**config.mk**
```make
export PLATFORM = sky130hd
export DESIGN_NAME = div_unit
export DESIGN_NICKNAME = d
export VERILOG_FILES = /design/src/rtl/div_unit.sv
export SDC_FILE = /design/constraint.sdc
export NUM_CORES = 1
export LEC_CHECK = 0
export ABC_CLOCK_PERIOD_IN_PS = 8000
export CAP_MARGIN = 40
export CORE_ASPECT_RATIO = 0.75
export CORE_UTILIZATION = 52
export CTS_CLUSTER_SIZE = 40
export DETAILED_ROUTE_END_ITERATION = 10
export PLACE_DENSITY = 0.8
export REMOVE_ABC_BUFFERS = 1
export SLEW_MARGIN = 20
export SYNTH_ARGS = -nofsm -noshare
export SYNTH_HDL_FRONTEND = slang
export SYNTH_SLANG_ARGS = --single-unit
```
**constraint.sdc**
```tcl
create_clock -name clk -period 8 [get_ports clk]
set_input_delay 1.6 -clock clk [delete_from_list [all_inputs] [get_ports clk]]
set_output_delay 1.6 -clock clk [all_outputs]
set_load 0.03 [all_outputs]
```
**src/rtl/div_unit.sv**
```systemverilog
// Multi-cycle radix-2 restoring divider for DIV/DIVU.
// Produces {remainder, quotient} after 32 iterations plus one sign-correction edge.
module div_unit (
    input  logic        clk,
    input  logic        rst,
    input  logic        start,
    input  logic        signed_div,
    input  logic        annul,
    input  logic [31:0] opdata1,
    input  logic [31:0] opdata2,
    output logic [63:0] result,
    output logic        ready,
    output logic        busy
);

    typedef enum logic [1:0] {StIdle, StDivZero, StOn, StEnd} state_e;

    state_e      state_q, state_d;
    logic [5:0]  cnt_q, cnt_d;
    logic [64:0] part_q, part_d;
    logic [31:0] dsor_q, dsor_d;
    logic        quo_neg_q, quo_neg_d;
    logic        rem_neg_q, rem_neg_d;
    logic [63:0] result_q, result_d;
    logic        ready_q, ready_d;

    logic [31:0] dvd_mag, dsor_mag;
    logic [33:0] trial;
    logic [31:0] quo_fix, rem_fix;

    // Operand magnitudes; only signed operations take the two's complement.
    always_comb begin
        dvd_mag  = (signed_div && opdata1[31]) ? (~opdata1 + 32'd1) : opdata1;
        dsor_mag = (signed_div && opdata2[31]) ? (~opdata2 + 32'd1) : opdata2;
    end

    // Trial subtract on the remainder field plus the next dividend bit ([64:32]); the
    // extra MSB keeps the shifted remainder exact when the divisor exceeds 2^31.
    always_comb begin
        trial   = {1'b0, part_q[64:32]} - {2'b00, dsor_q};
        quo_fix = quo_neg_q ? (~part_q[31:0] + 32'd1) : part_q[31:0];
        rem_fix = rem_neg_q ? (~part_q[64:33] + 32'd1) : part_q[64:33];
    end

    // Next-state and datapath update.
    always_comb begin
        state_d   = state_q;
        cnt_d     = cnt_q;
        part_d    = part_q;
        dsor_d    = dsor_q;
        quo_neg_d = quo_neg_q;
        rem_neg_d = rem_neg_q;
        result_d  = result_q;
        ready_d   = 1'b0;
        unique case (state_q)
            StIdle: begin
                if (start && !annul) begin
                    dsor_d    = dsor_mag;
                    quo_neg_d = signed_div & (opdata1[31] ^ opdata2[31]);
                    rem_neg_d = signed_div & opdata1[31];
                    if (opdata2 == 32'd0) begin
                        state_d = StDivZero;
                    end else begin
                        state_d = StOn;
                        cnt_d   = 6'd0;
                        part_d  = {32'd0, dvd_mag, 1'b0};
                    end
                end
            end
            StDivZero: begin
                if (annul) begin
                    state_d = StIdle;
                end else begin
                    result_d = 64'd0;
                    ready_d  = 1'b1;
                    state_d  = StEnd;
                end
            end
            StOn: begin
                if (annul) begin
                    state_d = StIdle;
                end else if (cnt_q != 6'd32) begin
                    if (!trial[33]) begin
                        part_d = {trial[31:0], part_q[31:0], 1'b1};
                    end else begin
                        part_d = {part_q[63:0], 1'b0};
                    end
                    cnt_d = cnt_q + 6'd1;
                end else begin
                    result_d = {rem_fix, quo_fix};
                    ready_d  = 1'b1;
                    state_d  = StEnd;
                end
            end
            StEnd: begin
                state_d = StIdle;
            end
            default: begin
                state_d = StIdle;
            end
        endcase
    end

    // State and datapath registers, cleared asynchronously.
    always_ff @(posedge clk or posedge rst) begin
        if (rst) begin
            state_q   <= StIdle;
            cnt_q     <= 6'd0;
            part_q    <= 65'd0;
            dsor_q    <= 32'd0;
            quo_neg_q <= 1'b0;
            rem_neg_q <= 1'b0;
            result_q  <= 64'd0;
            ready_q   <= 1'b0;
        end else begin
            state_q   <= state_d;
            cnt_q     <= cnt_d;
            part_q    <= part_d;
            dsor_q    <= dsor_d;
            quo_neg_q <= quo_neg_d;
            rem_neg_q <= rem_neg_d;
            result_q  <= result_d;
            ready_q   <= ready_d;
        end
    end

    assign result = result_q;
    assign ready  = ready_q;
    assign busy   = (state_q != StIdle);

endmodule
```
==> results.cfg <==
[outcome]
status = complete, no violations

[timing]
whs_ns = 0.4788
fin_skew_ns = 0.01179
fmax_mhz = 186.8
slew_headroom_pct = 45.93
setup_viol = 0
drv_slew = 0
worst_pin_slew_ns = 0.8111
hold_violations = 0
fin_ws_ns = 2.648
fin_crit_sh_pct = 66.90
min_period_ns = 5.352
tns_ns = 0
rsz0062_at_grt = no

[setup_path]
worstPathArrival_ns = 5.66
cp.required_ns = 8.30
cp_cell_sequence = clkdlybuf4s50_1 > or4_1 > nor4_1 > nand4_1 > nor3_1 > nand4b_1 > o21ai_0 > or4_2 > buf_12 > buf_4 > o21ai_0
worst_path_max_delay_cell = or4_1
critPathKind = in -> reg
end_kind = flop
critical-path-max-stage-delay_ns = 0.61
ff2ff_path_depth = 14
r2r-end = part_q[63]
regToRegSetupSlack_ns = 4.12
start_kind = input pin
crit_fanout = 42
path_common_cell = o21ai_0
rr_startpoint = part_q[32]

[clock_tree]
post_cts_resized = 0
path_clk_slew_ns = 0.07
ctsHtreeMaxLevel = 4
numCtsBuffers = 17
holdBufCountCts = 0
cts_tree = yes
clock-root-buffer = clkbuf_16
clock_latency_ns = 0.44
cts.sinks = 172
clk_path_buf_depth = 2
postCtsSetupRepairBufs = 0

[place]
io_buffers = 134
place_congestion = 0.9040
place_ws_ns = 2.290
hpwl_mm = 20.34

[synth]
synth_warnings = 0
syn_area_mm2 = 0.01101
syn_avg_cell_area_um2 = 8.346
ys_ff_latch = 172
async_flop_share_pct = 100.0
postSynthCellCount = 1319
synth_edf_count = 0
ys_types = 54
ys.flop_type = dfrtp_1
seq_area_frac_synth_pct = 39.10

[grt]
antenna_found_initial = 1
globalRouteOverflowTotal = 0
grt_pass1_vias = 9243
grt_max_degree = 78
grt_pass1_wl_mm = 46.24
grt_usage_pct = 26.74

[cells_and_area]
finalNetCount = 1534
layout_commonest_cell = o21ai_0
final_util_pct = 64.76
n_antenna_cell = 0
layout-drive-gt1-share_pct = 4.875
areaGrowthSynthToFinish_pct = 20.56
final_cell_mix = o21ai_0 (234), nand2_1 (217), dfrtp_1 (172), clkdlybuf4s50_1 (134), xor2_1 (100)

[pwr]
finalPower_mw = 5.316
power.density_mw_per_mm2 = 400.5
ir_worst_vdd_mv = 0.2200
p_leak_nw = 5.694

[routing]
drt_iter0_markers = 711
wl_met3_mm = 1.760
vias = 9843
wl_met1_mm = 12.75
drt_first_pass_iters = 7
drt-total-wl_mm = 27.85
detail_route.wl_per_cell_um = 16.21
wl_met2_mm = 12.74
drtAntennaViolNets = 0
drc = 0
viasPerCell = 5.729
maxUsedRoutingLayer = met5

[floorplanning]
ioPinCount = 135
die_w_um = 170.0
start_util_pct = 53.71
dieArea_mm2 = 0.02176
rows = 45
die_y_um = 128.0
core-area_mm2 = 0.02049

[flow_run]
max_cap_violations = 0

[min_path]
hold_path_startpoint = result[10]
hold_path_depth = 2
hold_path_class = reg -> reg
whs_endpoint = result[10]
Yosys cell counts, types with 2 or more instances:
cell       number  area [µm²]
o21ai_0       234        1171
nand2_1       217       814.5
dfrtp_1       172        4304
xor2_1        100       875.8
nor2_1         76       285.3
a21oi_1        75       375.4
clkbuf_1       57       214.0
inv_1          54       202.7
xnor2_1        44       385.4
ha_1           41       513.0
or3_1          29       181.4
mux2i_1        28       280.3
o31ai_1        27       202.7
nand2b_1       15       93.84
or4_1          15       112.6
o41ai_1        14       122.6
a21o_1         13       97.59
nor3_1         12       60.06
and2_1          7       43.79
nor4_1          7       43.79
buf_1           6       22.52
nand3_1         6       30.03
nand4_1         6       37.54
nor2b_1         6       37.54
a211oi_1        5       37.54
o21bai_1        5       37.54
o211ai_1        4       30.03
or2_2           4       25.02
o21a_1          3       22.52
o21ai_1         3       15.01
o221ai_1        3       26.28
o22ai_1         3       18.77
or4_4           3       33.78
mux2_2          2       22.52
o2111ai_1       2       17.52
o21ai_2         2       17.52
o41ai_2         2       32.53
per-layer routing:
layer  vias to the layer above  global-route usage [%]
li1                       4797                       -
met1                      4706                   37.53
met2                       293                   41.54
met3                        45                   5.619
met4                         2                   8.108
met5                         -                       0
cell families (layout without fill, tap and decap cells):
family          count (synthesis)  after routing  share of synthesized area (%)
xor+xnor                      144            144                          11.46
flops                         172            172                          39.10
buf+inv                       118            235                          4.035
simple gates                  413            413                          17.17
compound gates                400            400                          20.64
fa+ha+maj                      42             42                          4.842
mux                            30             30                          2.751
worst max-delay path by stage:
stage	from	endpoint	cells after the start
after floorplan	rst	cnt_q[0]	1
after global placement	opdata2[3]	part_q[12]	10
after detailed placement	opdata2[3]	part_q[11]	11
after CTS	opdata2[3]	part_q[11]	11
after global routing	opdata2[3]	part_q[3]	11
final	opdata2[3]	part_q[30]	11
state kept, by name, summed over array words and instances (netlist names):
name / count
part_q: 65
result: 64
dsor_q: 32
cnt_q: 6
state_q: 2
quo_neg_q: 1
ready: 1
rem_neg_q: 1
area by class of cell:
| cell class | instances | area, µm² |
|---|---|---|
| clock buffers | 18 | 439.2 |
| clock inverters | 14 | 135.1 |
| fillers | 1720 | 7223 |
| inverters | 54 | 207.7 |
| multi-input cells | 1029 | 6286 |
| flip-flops and latches | 172 | 4304 |
| well taps | 282 | 352.8 |
| repair buffers | 149 | 1546 |
metrics by stage:
stage / instance area, µm² / cells
floorplan: 10770 / 1255
global placement: 12550 / 1679
detailed placement: 12680 / 1685
CTS: 13250 / 1717
global route: 13270 / 1718
finish: 13270 / 1718
where the power goes:
| part | internal, mW | switching, mW | total, mW |
|---|---|---|---|
| logic | 1.24 | 1.75 | 2.99 |
| registers | 1.16 | 0.340 | 1.50 |
| clock network | 0.444 | 0.379 | 0.823 |
worst max-delay path, delay by kind of cell:
kind	cells	cell delay [ns]
compound gates	2	0.38
simple gates	6	2.58
buf+inv	3	1.09
(Power assumes the default switching activity.)
